===== config.mk =====
export PLATFORM = sky130hd
export DESIGN_NAME = reset_sequencer_flat
export DESIGN_NICKNAME = d
export VERILOG_FILES = /design/src/rtl/reset_sequencer_if.sv /design/src/rtl/reset_sequencer.sv /design/src/flat_wrapper.sv
export SDC_FILE = /design/constraint.sdc
export NUM_CORES = 1
export LEC_CHECK = 0
export ABC_AREA = 0
export BUFFER_PORTS_ARGS = -buffer_cell sky130_fd_sc_hd__buf_2
export CAP_MARGIN = 30
export CORE_ASPECT_RATIO = 0.7
export CORE_MARGIN = 4
export CORE_UTILIZATION = 30
export CTS_CLUSTER_DIAMETER = 100
export DETAILED_ROUTE_END_ITERATION = 6
export GPL_TIMING_DRIVEN = 0
export PLACE_DENSITY_LB_ADDON = 0.25
export SLEW_MARGIN = 40
export SYNTH_ARGS = -nofsm -noshare
export SYNTH_HDL_FRONTEND = slang
export SYNTH_SLANG_ARGS = --single-unit

===== constraint.sdc =====
create_clock -name clk -period 2.03 [get_ports clk]
set_input_delay 0.406 -clock clk [delete_from_list [all_inputs] [get_ports clk]]
set_output_delay 0.406 -clock clk [all_outputs]
set_load 0.005 [all_outputs]

===== src/rtl/reset_sequencer_if.sv =====
// Interface for the reset sequencer: software restart request, per-channel ready
// handshake, per-channel reset outputs and status.
interface reset_sequencer_if #(
   parameter int NumOut = 3
);
   localparam int ChW = (NumOut > 1) ? $clog2(NumOut) : 1;

   logic              sw_reset_req;
   logic [NumOut-1:0] chan_ready;
   logic [NumOut-1:0] rst_out;
   logic              seq_done;
   logic              timeout_err;
   logic [ChW-1:0]    err_chan;

   modport master (
      input  sw_reset_req,
      input  chan_ready,
      output rst_out,
      output seq_done,
      output timeout_err,
      output err_chan
   );

   modport slave (
      output sw_reset_req,
      output chan_ready,
      input  rst_out,
      input  seq_done,
      input  timeout_err,
      input  err_chan
   );
endinterface


===== src/rtl/reset_sequencer.sv =====
// Reset sequencer: synchronises reset_in, holds all channels in reset, then releases
// them one at a time with a fixed gap and an optional per-channel ready handshake.
module reset_sequencer #(
   parameter int              SyncDepth    = 2,
   parameter int              NumOut       = 3,
   parameter int              HoldCycles   = 16,
   parameter int              GapCycles    = 4,
   parameter logic [NumOut-1:0] ReadyMask  = '0,
   parameter int              ReadyTimeout = 1024,
   parameter bit              OutActiveLow = 1'b0
) (
   input logic               clk,
   input logic               reset_in,
   reset_sequencer_if.master bus
);
   localparam int ChW     = (NumOut > 1) ? $clog2(NumOut) : 1;
   localparam int MaxHg   = (HoldCycles > GapCycles) ? HoldCycles : GapCycles;
   localparam int MaxCnt  = (MaxHg > ReadyTimeout) ? MaxHg : ReadyTimeout;
   localparam int CntW    = (MaxCnt > 1) ? $clog2(MaxCnt) : 1;
   localparam bit UseTimeout = (ReadyTimeout > 0);

   localparam logic [CntW-1:0] HoldLast    = CntW'(HoldCycles - 1);
   localparam logic [CntW-1:0] GapLast     = CntW'(GapCycles - 1);
   localparam logic [CntW-1:0] TimeoutLast = CntW'(UseTimeout ? ReadyTimeout - 1 : 0);
   localparam logic [ChW-1:0]  LastChan    = ChW'(NumOut - 1);

   typedef enum logic [1:0] {ST_HOLD, ST_GAP, ST_WAIT, ST_DONE} state_t;

   (* ASYNC_REG = "TRUE", IOB = "FALSE" *) logic [SyncDepth-1:0] sync_reg;
   logic sync_out;

   state_t            state_reg, state_next;
   logic [CntW-1:0]   cnt_reg, cnt_next;
   logic [ChW-1:0]    chan_reg, chan_next;
   logic [NumOut-1:0] rel_reg, rel_next;
   logic              done_reg, done_next;
   logic              terr_reg, terr_next;
   logic [ChW-1:0]    echan_reg, echan_next;

   logic [ChW-1:0]    chan_inc;
   logic              mask_inc;
   logic              ready_cur;

   always_ff @(posedge clk or negedge reset_in) begin
      if (!reset_in) begin
         sync_reg <= '0;
      end else begin
         sync_reg <= {sync_reg[SyncDepth-2:0], 1'b1};
      end
   end

   assign sync_out = sync_reg[SyncDepth-1];

   always_ff @(posedge clk or negedge reset_in) begin
      if (!reset_in) begin
         state_reg <= ST_HOLD;
         cnt_reg   <= '0;
         chan_reg  <= '0;
         rel_reg   <= '0;
         done_reg  <= 1'b0;
         terr_reg  <= 1'b0;
         echan_reg <= '0;
      end else begin
         state_reg <= state_next;
         cnt_reg   <= cnt_next;
         chan_reg  <= chan_next;
         rel_reg   <= rel_next;
         done_reg  <= done_next;
         terr_reg  <= terr_next;
         echan_reg <= echan_next;
      end
   end

   always_comb begin
      state_next = state_reg;
      cnt_next   = cnt_reg;
      chan_next  = chan_reg;
      rel_next   = rel_reg;
      done_next  = done_reg;
      terr_next  = terr_reg;
      echan_next = echan_reg;
      chan_inc   = chan_reg + 1'b1;
      mask_inc   = 1'b0;
      ready_cur  = 1'b0;
      // Ready is only looked at for the channel currently being waited on.
      for (int i = 0; i < NumOut; i++) begin
         if (chan_inc == ChW'(i)) mask_inc = ReadyMask[i];
         if (chan_reg == ChW'(i)) ready_cur = bus.chan_ready[i];
      end

      if (bus.sw_reset_req) begin
         state_next = ST_HOLD;
         cnt_next   = '0;
         chan_next  = '0;
         rel_next   = '0;
         done_next  = 1'b0;
      end else begin
         case (state_reg)
            ST_HOLD: begin
               if (sync_out) begin
                  if (cnt_reg == HoldLast) begin
                     cnt_next    = '0;
                     chan_next   = '0;
                     rel_next[0] = 1'b1;
                     if (ReadyMask[0]) begin
                        state_next = ST_WAIT;
                     end else if (NumOut == 1) begin
                        state_next = ST_DONE;
                        done_next  = 1'b1;
                     end else begin
                        state_next = ST_GAP;
                     end
                  end else begin
                     cnt_next = cnt_reg + 1'b1;
                  end
               end
            end
            ST_GAP: begin
               if (cnt_reg == GapLast) begin
                  cnt_next  = '0;
                  chan_next = chan_inc;
                  for (int i = 0; i < NumOut; i++) begin
                     if (chan_inc == ChW'(i)) rel_next[i] = 1'b1;
                  end
                  if (mask_inc) begin
                     state_next = ST_WAIT;
                  end else if (chan_inc == LastChan) begin
                     state_next = ST_DONE;
                     done_next  = 1'b1;
                  end else begin
                     state_next = ST_GAP;
                  end
               end else begin
                  cnt_next = cnt_reg + 1'b1;
               end
            end
            ST_WAIT: begin
               if (ready_cur || (UseTimeout && cnt_reg == TimeoutLast)) begin
                  // A timeout is flagged and then treated exactly like ready.
                  if (!ready_cur) begin
                     terr_next  = 1'b1;
                     echan_next = chan_reg;
                  end
                  cnt_next = '0;
                  if (chan_reg == LastChan) begin
                     state_next = ST_DONE;
                     done_next  = 1'b1;
                  end else begin
                     state_next = ST_GAP;
                  end
               end else if (UseTimeout) begin
                  cnt_next = cnt_reg + 1'b1;
               end
            end
            default: begin
               state_next = ST_DONE;
            end
         endcase
      end
   end

   for (genvar gi = 0; gi < NumOut; gi++) begin : g_out
      assign bus.rst_out[gi] = OutActiveLow ? rel_reg[gi] : ~rel_reg[gi];
   end

   assign bus.seq_done    = done_reg;
   assign bus.timeout_err = terr_reg;
   assign bus.err_chan    = echan_reg;
endmodule


===== src/flat_wrapper.sv =====
// flat-port wrapper written by rule: the top's interface ports become plain ports
module reset_sequencer_flat 
#(
   parameter int              SyncDepth    = 2,
   parameter int              NumOut       = 3,
   parameter int              HoldCycles   = 16,
   parameter int              GapCycles    = 4,
   parameter logic [NumOut-1:0] ReadyMask  = '0,
   parameter int              ReadyTimeout = 1024,
   parameter bit              OutActiveLow = 1'b0
)
  (clk, reset_in, bus_sw_reset_req, bus_chan_ready, bus_rst_out, bus_seq_done, bus_timeout_err, bus_err_chan);
  reset_sequencer_if #(.NumOut(NumOut)) bus_i ();
  input logic clk;
  input logic reset_in;
  input wire logic [$bits(bus_i.sw_reset_req)-1:0] bus_sw_reset_req;
  input wire logic [$bits(bus_i.chan_ready)-1:0] bus_chan_ready;
  output wire logic [$bits(bus_i.rst_out)-1:0] bus_rst_out;
  output wire logic [$bits(bus_i.seq_done)-1:0] bus_seq_done;
  output wire logic [$bits(bus_i.timeout_err)-1:0] bus_timeout_err;
  output wire logic [$bits(bus_i.err_chan)-1:0] bus_err_chan;
  assign bus_i.sw_reset_req = bus_sw_reset_req;
  assign bus_i.chan_ready = bus_chan_ready;
  assign bus_rst_out = bus_i.rst_out;
  assign bus_seq_done = bus_i.seq_done;
  assign bus_timeout_err = bus_i.timeout_err;
  assign bus_err_chan = bus_i.err_chan;
  reset_sequencer #(.SyncDepth(SyncDepth), .NumOut(NumOut), .HoldCycles(HoldCycles), .GapCycles(GapCycles), .ReadyMask(ReadyMask), .ReadyTimeout(ReadyTimeout), .OutActiveLow(OutActiveLow)) u_core (.clk(clk), .reset_in(reset_in), .bus(bus_i));
endmodule

==> results of run 1 <==
worst reg2reg max path: stages, from the launching register on:
cell and delay (ns):
dfrtp_1 0.41, buf_6 0.14, ha_4 0.16, and2_4 0.13
o32a_4 0.41, o221ai_4 0.25, buf_2 0.23, nand3_1 0.09
o21ai_1 0.10
cells in the final DEF, fill, tap and decap left out, types with 4 or more instances in the layout:
| cell | count |
|---|---|
| buf_6 | 4 |
| a31oi_1 | 5 |
| buf_4 | 6 |
| inv_1 | 12 |
| nand2_1 | 9 |
| nor2_1 | 10 |
| a21oi_1 | 6 |
| dfrtp_1 | 23 |
| buf_2 | 14 |
| nand3_1 | 8 |
| ha_1 | 7 |
synth_stat cells, types with 2 or more instances:
| library cell | number |
|---|---|
| or4_1 | 2 |
| o31ai_1 | 2 |
| nand3_1 | 10 |
| o21ai_1 | 3 |
| nand2b_1 | 2 |
| inv_1 | 14 |
| o22ai_1 | 3 |
| buf_6 | 2 |
| dfrtp_1 | 23 |
| nor2_1 | 10 |
| a31oi_1 | 5 |
| nand2_1 | 9 |
| o31a_1 | 2 |
| or2_2 | 2 |
| buf_2 | 3 |
| nor3b_1 | 2 |
| mux2_2 | 3 |
| a21oi_1 | 6 |
| o21ai_0 | 4 |
| o21ba_2 | 2 |
| ha_1 | 10 |
| and2_1 | 2 |
worst max path at each step:
stage                            start                     end
floorplan           u_core.chan_reg[1]  u_core.bus.err_chan[0]
global placement    u_core.chan_reg[1]  u_core.bus.err_chan[0]
detailed placement  u_core.chan_reg[1]  u_core.bus.err_chan[0]
CTS                 u_core.chan_reg[0]  u_core.bus.err_chan[0]
global route        u_core.chan_reg[1]       u_core.cnt_reg[9]
finish              u_core.chan_reg[0]       u_core.cnt_reg[6]
timing repair:
action	in CTS	in global routing
resized for setup	14	11
buffers inserted	6	1
gates cloned	0	1
pin swaps	4	2
endpoints found under the setup margin	15	12
logic make-up after synthesis:
family,Yosys count,synth area share
flops,23,0.402
other cells,1,0.00262
mux,5,0.0385
fa+ha+maj,10,0.0875
compound gates,34,0.183
simple gates,53,0.220
buf+inv,20,0.0656
metal layers:
| layer | track usage | share of wire | wire length [um] |
|---|---|---|---|
| met1 | 0.174 | 0.52 | 1760 |
| met3 | 0.0275 | 0.034 | 116 |
| met4 | 0.0229 | 0.0041 | 14 |
| met2 | 0.186 | 0.44 | 1490 |
| met5 | 0 | 0 | 0 |
layout make-up:
cell class                 count  area [sq um]  share of cell area
tap                           55          68.8              0.0391
sequential                    23           576               0.327
buffer                         6          47.5              0.0270
clock buffer                   4          45.0              0.0256
timing repair buffer          19           116              0.0662
multi-input combinational    103           852               0.485
inverter                      14          52.6              0.0299
power by group:
group | switching [mW] | internal, mW
registers | 0.0312 | 0.491
clock network | 0.145 | 0.140
logic | 0.199 | 0.174
total | 0.376 | 0.805
==> flow_metrics.py, run 1 <==
metrics = {
    "setup_path": {
        "r2r_cells": 8,
        "critPathLaunchType": "register",
        "criticalPathCategory": "reg2reg",
        "path_buf_inv": 2,
        "cp_top_family": "compound AO/OA/AOI/OAI gates",
        "worstPathArrival_ns": 2.19,
        "worstReg2RegEnd": "u_core.cnt_reg[6]",
        "ff2ff_setup_slack_ns": 0.03,
        "crit_slowest_cell": "dfrtp_1",
        "worstPathCellList": "buf_6 -> ha_4 -> and2_4 -> o32a_4 -> o221ai_4 -> buf_2 -> nand3_1 -> o21ai_1",
        "path_max_fanout": 5,
        "worstSetupEndpointType": "register",
        "worstPathRequired_ns": 2.22,
        "cp_num_cells": 8,
        "timing.rr.start": "u_core.chan_reg[0]",
        "cp_slowest_stage_delay_ns": 0.41,
    },
    "cts": {
        "clk_pin_slew_worst_paths_ns": 0.08,
        "cts_buffers": 3,
        "cts_tree": "yes",
        "htree_num_levels": 1,
        "worstSkewPairLatency_ns": 0.26,
        "ctsHoldBuffers": 0,
        "clkSinkCount": 23,
        "clockBufferDepth": 2,
        "root_buffer": "clkbuf_8",
    },
    "power_and_ir_drop": {
        "powerDensity_nw_per_um2": 672,
        "p_leak_nw": 0.762,
        "p_total_mw": 1.18,
        "ir_drop_mv": 0.247,
    },
    "cells_and_area": {
        "fin_nets": 186,
        "fin_cells": 224,
        "fillers": 447,
        "areaGrowthSynthToFinish_pct": 22.9,
        "final_area_sq_um": 1760,
        "diodes": 0,
        "layout-drive-gt1-share": 0.325,
        "largest_reg_flops": 10,
        "utilization": 0.392,
    },
    "place": {
        "pre_cts_slack_ns": -0.230,
        "port_buffers": 11,
        "dp_hpwl_mm": 2.47,
        "placed_cells": 212,
        "placed_cell_area_sq_um": 1550,
        "gp_congestion": 0.858,
    },
    "floorplanning": {
        "io-pin-count": 13,
        "die_x_um": 90.5,
        "die_h_um": 65.8,
        "row_count": 20,
        "start_util": 0.319,
        "dieArea_sq_um": 5950,
        "core_region_area_sq_um": 4480,
    },
    "synthesis": {
        "synth_edf_count": 0,
        "synthCells": 146,
        "syn_nets": 162,
        "synth.area.top_cells": "dfrtp_1, ha_1, inv_1",
        "syn_avg_cell_area_sq_um": 9.80,
        "synth-warning-count": 0,
        "yosysTopAreaCell": "dfrtp_1",
        "ys_types": 47,
        "synthDominantCellAreaShare": 0.402,
        "synth.cell_area_sq_um": 1430,
        "synth_top_flop_cell": "dfrtp_1",
        "ys_async_sr_fraction": 1.00,
        "ys_seq_area_frac": 0.402,
        "synth_seq_cells": 23,
    },
    "drt": {
        "ant_nets": 0,
        "drt_iter0_drc": 99,
        "viasPerCell": 5.26,
        "via_count": 1179,
        "wl_per_cell_um": 15.1,
        "wirelength_mm": 3.39,
        "dr.pass1.iters": 4,
        "drc_errors": 0,
    },
    "timing": {
        "fmax_mhz": 500,
        "fin_crit_sh": 0.986,
        "worst_pin_slew_ns": 0.546,
        "slew_violations": 0,
        "rsz0062_at_grt": "true",
        "tns_ns": 0,
        "finalClockSkew_ns": 0.00547,
        "final_hold_viol_count": 0,
        "finalCriticalPeriod_ns": 2.00,
        "final.setup.worst_slack_ns": 0.0280,
        "setup-violations-final": 0,
        "hold-worst-slack_ns": 0.108,
        "relSlewSlack": 0.633,
    },
    "global_routing": {
        "overflow": 0,
        "grt_usage": 0.121,
        "grt_pass1_wl_mm": 5.81,
        "antenna_found_initial": 0,
        "grt_max_degree": 24,
        "grt_pass1_vias": 1168,
    },
    "min_path": {
        "hp-class": "in2async",
    },
    "status": {
        "outcome": "finished, final reports clean",
    },
    "run": {
        "drv_cap": 0,
    },
}
No activity file was read; power rests on OpenSTA's default activity.
==> run 2: changes to the inputs <==
--- a/config.mk
+++ b/config.mk
@@ -15,6 +15,7 @@
 export DETAILED_ROUTE_END_ITERATION = 6
 export GPL_TIMING_DRIVEN = 0
 export PLACE_DENSITY_LB_ADDON = 0.25
+export RECOVER_POWER = 50
 export SLEW_MARGIN = 40
 export SYNTH_ARGS = -nofsm -noshare
 export SYNTH_HDL_FRONTEND = slang
==> run 2 against run 1 <==
- routed wire length is essentially flat
- clock power is essentially flat
- power is essentially flat
- die area is the same
- clock skew is the same
- combinational power is essentially flat
- clock-buffer cell count is the same
- highest routed layer unchanged
- largest cell class unchanged
- non-clock buffer count is the same
- first-iteration DRC count is the same
- worst setup slack is the same
- sequential power is essentially flat
==> flow_metrics.py, run 2 (same netlist as run 1, synthesis figures left out) <==
metrics = {
    "drt": {
        "ant_nets": 0,
        "via_count": 1179,
        "viasPerCell": 5.26,
        "wl_per_cell_um": 15.1,
        "dr.pass1.iters": 4,
        "drt_iter0_drc": 99,
        "drc_errors": 0,
        "wirelength_mm": 3.39,
    },
    "floorplanning": {
        "start_util": 0.319,
        "die_h_um": 65.8,
        "dieArea_sq_um": 5950,
        "core_region_area_sq_um": 4480,
        "row_count": 20,
        "io-pin-count": 13,
        "die_x_um": 90.5,
    },
    "setup_path": {
        "critPathLaunchType": "register",
        "cp_slowest_stage_delay_ns": 0.41,
        "criticalPathCategory": "reg2reg",
        "crit_slowest_cell": "dfrtp_1",
        "worstPathCellList": "buf_6 -> ha_4 -> and2_4 -> o32a_4 -> o221ai_4 -> buf_2 -> nand3_1 -> o21ai_1",
        "worstPathArrival_ns": 2.19,
        "worstPathRequired_ns": 2.22,
        "worstSetupEndpointType": "register",
        "path_max_fanout": 5,
        "r2r_cells": 8,
    },
    "power_and_ir_drop": {
        "powerDensity_nw_per_um2": 672,
        "internal-power_mw": 0.805,
        "ir_drop_mv": 0.247,
        "p_leak_nw": 0.760,
        "pwr-share-seq": 0.442,
        "comb_power_share": 0.316,
        "switchingPower_mw": 0.376,
        "pwr-share-clk": 0.242,
        "swShare": 0.318,
    },
    "cts": {
        "cts_buffers": 3,
        "root_buffer": "clkbuf_8",
        "clockBufferDepth": 2,
        "clkSinkCount": 23,
        "ctsHoldBuffers": 0,
        "clk_pin_slew_worst_paths_ns": 0.08,
        "cts_tree": "yes",
        "worstSkewPairLatency_ns": 0.26,
        "htree_num_levels": 1,
    },
    "global_routing": {
        "busiest_layer": "met2",
        "grtUsageMet1": 0.174,
        "overflow": 0,
        "grt_util_met2": 0.186,
        "antenna_found_initial": 0,
        "gr-usage-met3": 0.0275,
        "grt_usage": 0.121,
        "grt_pass1_vias": 1168,
        "grt_max_degree": 24,
        "grt_pass1_wl_mm": 5.81,
    },
    "status": {
        "outcome": "finished, final reports clean",
    },
    "timing": {
        "final_hold_viol_count": 0,
        "slew_violations": 0,
        "fin_crit_sh": 0.986,
        "finalCriticalPeriod_ns": 2.00,
        "fmax_mhz": 500,
        "hold-worst-slack_ns": 0.357,
        "tns_ns": 0,
        "relSlewSlack": 0.160,
        "setup-violations-final": 0,
        "finalClockSkew_ns": 0.00547,
        "rsz0062_at_grt": "true",
        "worst_pin_slew_ns": 1.26,
    },
    "min_path": {
        "hp-class": "reg2reg",
        "hold_depth": 0,
    },
    "run": {
        "drv_cap": 0,
    },
    "cells_and_area": {
        "largest_reg_flops": 10,
        "ff_latch_area_sq_um": 576,
        "final_area_sq_um": 1760,
        "multi_input_area_sq_um": 852,
        "utilization": 0.392,
        "areaGrowthSynthToFinish_pct": 22.8,
        "final_cell_mix": "dfrtp_1, buf_2, inv_1, nor2_1, nand2_1",
        "fillers": 448,
        "fin_nets": 186,
        "layout-drive-gt1-share": 0.320,
        "final_common_cell": "dfrtp_1",
        "diodes": 0,
    },
    "place": {
        "port_buffers": 11,
        "placed_cell_area_sq_um": 1550,
        "gp_congestion": 0.858,
        "dp_hpwl_mm": 2.47,
    },
}
## run 2: worst max-delay path: cells and delay by family (launching register included)
kind	cells	cell delay, ns
and+or+nand+nor	2	0.22
buffers and inverters	2	0.37
adders and majority gates	1	0.16
DFF	1	0.41
AOI/OAI and AO/OA	3	0.76
## run 2: through the flow
step	std cells	power [mW]	worst slack, ns
5_1_grt	224	1.25	-0.0622
6_report	224	1.18	0.0280
3_5_place_dp	212	0.822	-0.230
3_3_place_gp	212	0.812	-0.194
4_1_cts	222	1.16	-0.0179
2_1_floorplan	146	0.737	0.0451
## run 2: cell type report
cell class	instances	area share
flip-flops and latches	23	0.328
multi-input cells	103	0.485
plain buffers	6	0.0271
clock buffers	4	0.0256
repair buffers	19	0.0655
well taps	55	0.0392
inverters	14	0.0299
## run 2: path summary, 6_finish.rpt
path                                    start            endpoint  slack, ns
setup / recovery           u_core.chan_reg[0]   u_core.cnt_reg[6]       0.03
hold / removal             u_core.sync_reg[0]  u_core.sync_reg[1]       0.36
setup reg to reg           u_core.chan_reg[0]   u_core.cnt_reg[6]       0.03
hold reg to reg            u_core.sync_reg[0]  u_core.sync_reg[1]       0.36
max in group asynchronous            reset_in   u_core.cnt_reg[3]       0.90
min in group asynchronous            reset_in   u_core.rel_reg[0]       0.39
## run 2: layer usage
| layer | vias to the layer above | part of all wire | wire [um] |
|---|---|---|---|
| met5 | - | 0 | 0 |
| met1 | 588 | 0.52 | 1760 |
| met2 | 20 | 0.44 | 1490 |
| li1 | 569 | - | - |
| met3 | 2 | 0.034 | 116 |
| met4 | 0 | 0.0041 | 14 |
## run 2: what timing repair did
action,in CTS,in global routing
pin swaps,4,2
gates cloned,0,1
gates resized for setup,14,11
hold endpoints to repair,0,0
setup endpoints to repair,15,12
buffers inserted,6,1
## run 2: power groups by stage
| stage | sequential, mW | combinational [mW] | clock [mW] |
|---|---|---|---|
| 4_1_cts | 0.521 | 0.343 | 0.293 |
| 3_5_place_dp | 0.531 | 0.291 | 0 |
| 3_3_place_gp | 0.529 | 0.283 | 0 |
| 2_1_floorplan | 0.524 | 0.212 | 0 |
| 6_report | 0.522 | 0.373 | 0.285 |
| 5_1_grt | 0.527 | 0.414 | 0.308 |
==> run 3: changes to the inputs <==
--- a/config.mk
+++ b/config.mk
@@ -8,7 +8,6 @@
 export ABC_AREA = 0
 export BUFFER_PORTS_ARGS = -buffer_cell sky130_fd_sc_hd__buf_2
 export CAP_MARGIN = 30
-export CORE_ASPECT_RATIO = 0.7
 export CORE_MARGIN = 4
 export CORE_UTILIZATION = 30
 export CTS_CLUSTER_DIAMETER = 100
==> run 3 against run 2 <==
- the flow now finishes with violations (negative setup slack)
- clock skew fell by 0.00072 ns
- critical path depth did not move
- combinational power rose by 5.9%
- critical endpoint is now u_core.cnt_reg[9]
- largest cell class unchanged
- highest routed layer unchanged
==> flow_metrics.py, run 3 (same netlist as run 1, synthesis figures left out) <==
metrics = {
    "status": {
        "outcome": "finished with violations",
        "violations": "negative setup slack",
    },
    "power_and_ir_drop": {
        "swShare": 0.324,
        "ir_drop_mv": 0.253,
        "powerDensity_nw_per_um2": 683,
        "comb_power_share": 0.325,
        "pwr-share-clk": 0.244,
        "p_leak_nw": 0.778,
        "pwr-share-seq": 0.431,
        "internal-power_mw": 0.821,
        "switchingPower_mw": 0.394,
    },
    "cts": {
        "htree_num_levels": 1,
        "clk_pin_slew_worst_paths_ns": 0.09,
        "clockBufferDepth": 2,
        "root_buffer": "clkbuf_8",
        "clkSinkCount": 23,
        "cts_tree": "yes",
        "worstSkewPairLatency_ns": 0.27,
        "ctsHoldBuffers": 0,
        "cts_buffers": 3,
    },
    "cells_and_area": {
        "layout-drive-gt1-share": 0.339,
        "areaGrowthSynthToFinish_pct": 24.5,
        "largest_reg_flops": 10,
        "final_area_sq_um": 1780,
        "utilization": 0.398,
        "diodes": 0,
        "final_cell_mix": "dfrtp_1, inv_1, buf_2",
        "final_common_cell": "dfrtp_1",
        "fin_nets": 188,
    },
    "setup_path": {
        "criticalPathCategory": "reg2reg",
        "worstSetupStartpoint": "u_core.chan_reg[1]",
        "path_buf_inv": 2,
        "crit_slowest_cell": "dfrtp_1",
        "worstPathArrival_ns": 2.25,
        "worstPathRequired_ns": 2.21,
        "timing.rr.start": "u_core.chan_reg[1]",
        "worstSetupEndpointType": "register",
        "path_max_fanout": 5,
        "cp_top_family": "compound AO/OA/AOI/OAI gates",
        "critPathLaunchType": "register",
        "cp_slowest_stage_delay_ns": 0.44,
        "worstPathCellList": "inv_2 -> ha_2 -> and3b_1 -> o32a_4 -> o221ai_4 -> buf_6 -> a41oi_2 -> o31ai_2",
    },
    "place": {
        "placed_cell_area_sq_um": 1550,
        "pre_cts_slack_ns": -0.236,
        "gp_congestion": 0.806,
        "port_buffers": 11,
        "dp_hpwl_mm": 2.22,
    },
    "drt": {
        "wirelength_mm": 3.43,
        "viasPerCell": 5.38,
        "drt_iter0_drc": 117,
        "wl_per_cell_um": 15.4,
        "dr.pass1.iters": 4,
        "drc_errors": 0,
        "via_count": 1200,
        "ant_nets": 0,
    },
    "floorplanning": {
        "die_x_um": 77.0,
        "start_util": 0.320,
        "dieArea_sq_um": 5940,
        "die_h_um": 77.0,
        "core_region_area_sq_um": 4470,
        "row_count": 24,
        "io-pin-count": 13,
    },
    "timing": {
        "tns_ns": -0.0805,
        "finalCriticalPeriod_ns": 2.06,
        "rsz0062_at_grt": "true",
        "relSlewSlack": 0.150,
        "setup-violations-final": 5,
        "fin_crit_sh": 1.02,
        "fmax_mhz": 484,
        "final_hold_viol_count": 0,
        "final.setup.worst_slack_ns": -0.0344,
        "worst_pin_slew_ns": 1.28,
        "finalClockSkew_ns": 0.00475,
        "slew_violations": 0,
    },
    "min_path": {
        "min-delay-start": "u_core.sync_reg[0]",
        "hp-class": "reg2reg",
    },
    "run": {
        "drv_cap": 0,
    },
    "global_routing": {
        "grt_pass1_wl_mm": 5.89,
        "overflow": 0,
        "antenna_found_initial": 0,
        "grt_pass1_vias": 1237,
        "grt_usage": 0.120,
        "grt_max_degree": 24,
    },
}
run 3: power groups by stage:
stage	clock (mW)	combinational (mW)	sequential (mW)
after floorplan	0	0.212	0.524
after global placement	0	0.281	0.529
after detailed placement	0	0.285	0.532
after CTS	0.299	0.363	0.522
after global routing	0.322	0.432	0.532
final	0.296	0.395	0.524
run 3: worst paths after layout:
check,end,slack [ns],depth (start not counted)
max,u_core.cnt_reg[9],-0.03,8
min,u_core.sync_reg[1],0.36,0
max in group asynchronous,u_core.chan_reg[0],0.80,1
min in group asynchronous,u_core.sync_reg[0],0.39,1
min reg2reg,u_core.sync_reg[1],0.36,0
max reg2reg,u_core.cnt_reg[9],-0.03,8
run 3: repair_timing:
action / CTS / global route
pin swaps: 5 / 7
buffers inserted: 7 / 2
cloned: 1 / 0
gates resized for setup: 17 / 11
endpoints found under the setup margin: 13 / 13
run 3: stage by stage:
stage | std cells | hold slack (ns) | power [mW]
2_1_floorplan | 146 | 0.110 | 0.737
3_3_place_gp | 209 | 0.331 | 0.810
3_5_place_dp | 209 | 0.347 | 0.817
4_1_cts | 221 | 0.132 | 1.18
5_1_grt | 223 | 0.375 | 1.29
6_report | 223 | 0.362 | 1.22
run 3: per-layer routing:
metal | GRT usage | part of all wire
met2 | 0.196 | 0.48
met3 | 0.0152 | 0.031
met5 | 0 | 0
met4 | 0.0445 | 0.016
met1 | 0.162 | 0.48
run 3: cell type report:
type | instances | area, sq um
Tap cell | 52 | 65.1
Clock buffer | 4 | 45.0
Inverter | 14 | 52.6
Fill cell | 442 | 2690
Buffer | 6 | 47.5
Sequential cell | 23 | 577
Timing Repair Buffer | 21 | 136
Multi-Input combinational cell | 103 | 857
run 3: worst reg2reg max path, cell delays in order, from the launching register on:
cell      delay, ns
dfrtp_1        0.44
inv_2          0.09
ha_2           0.18
and3b_1        0.19
o32a_4         0.40
o221ai_4       0.30
buf_6          0.19
a41oi_2        0.12
o31ai_2        0.08
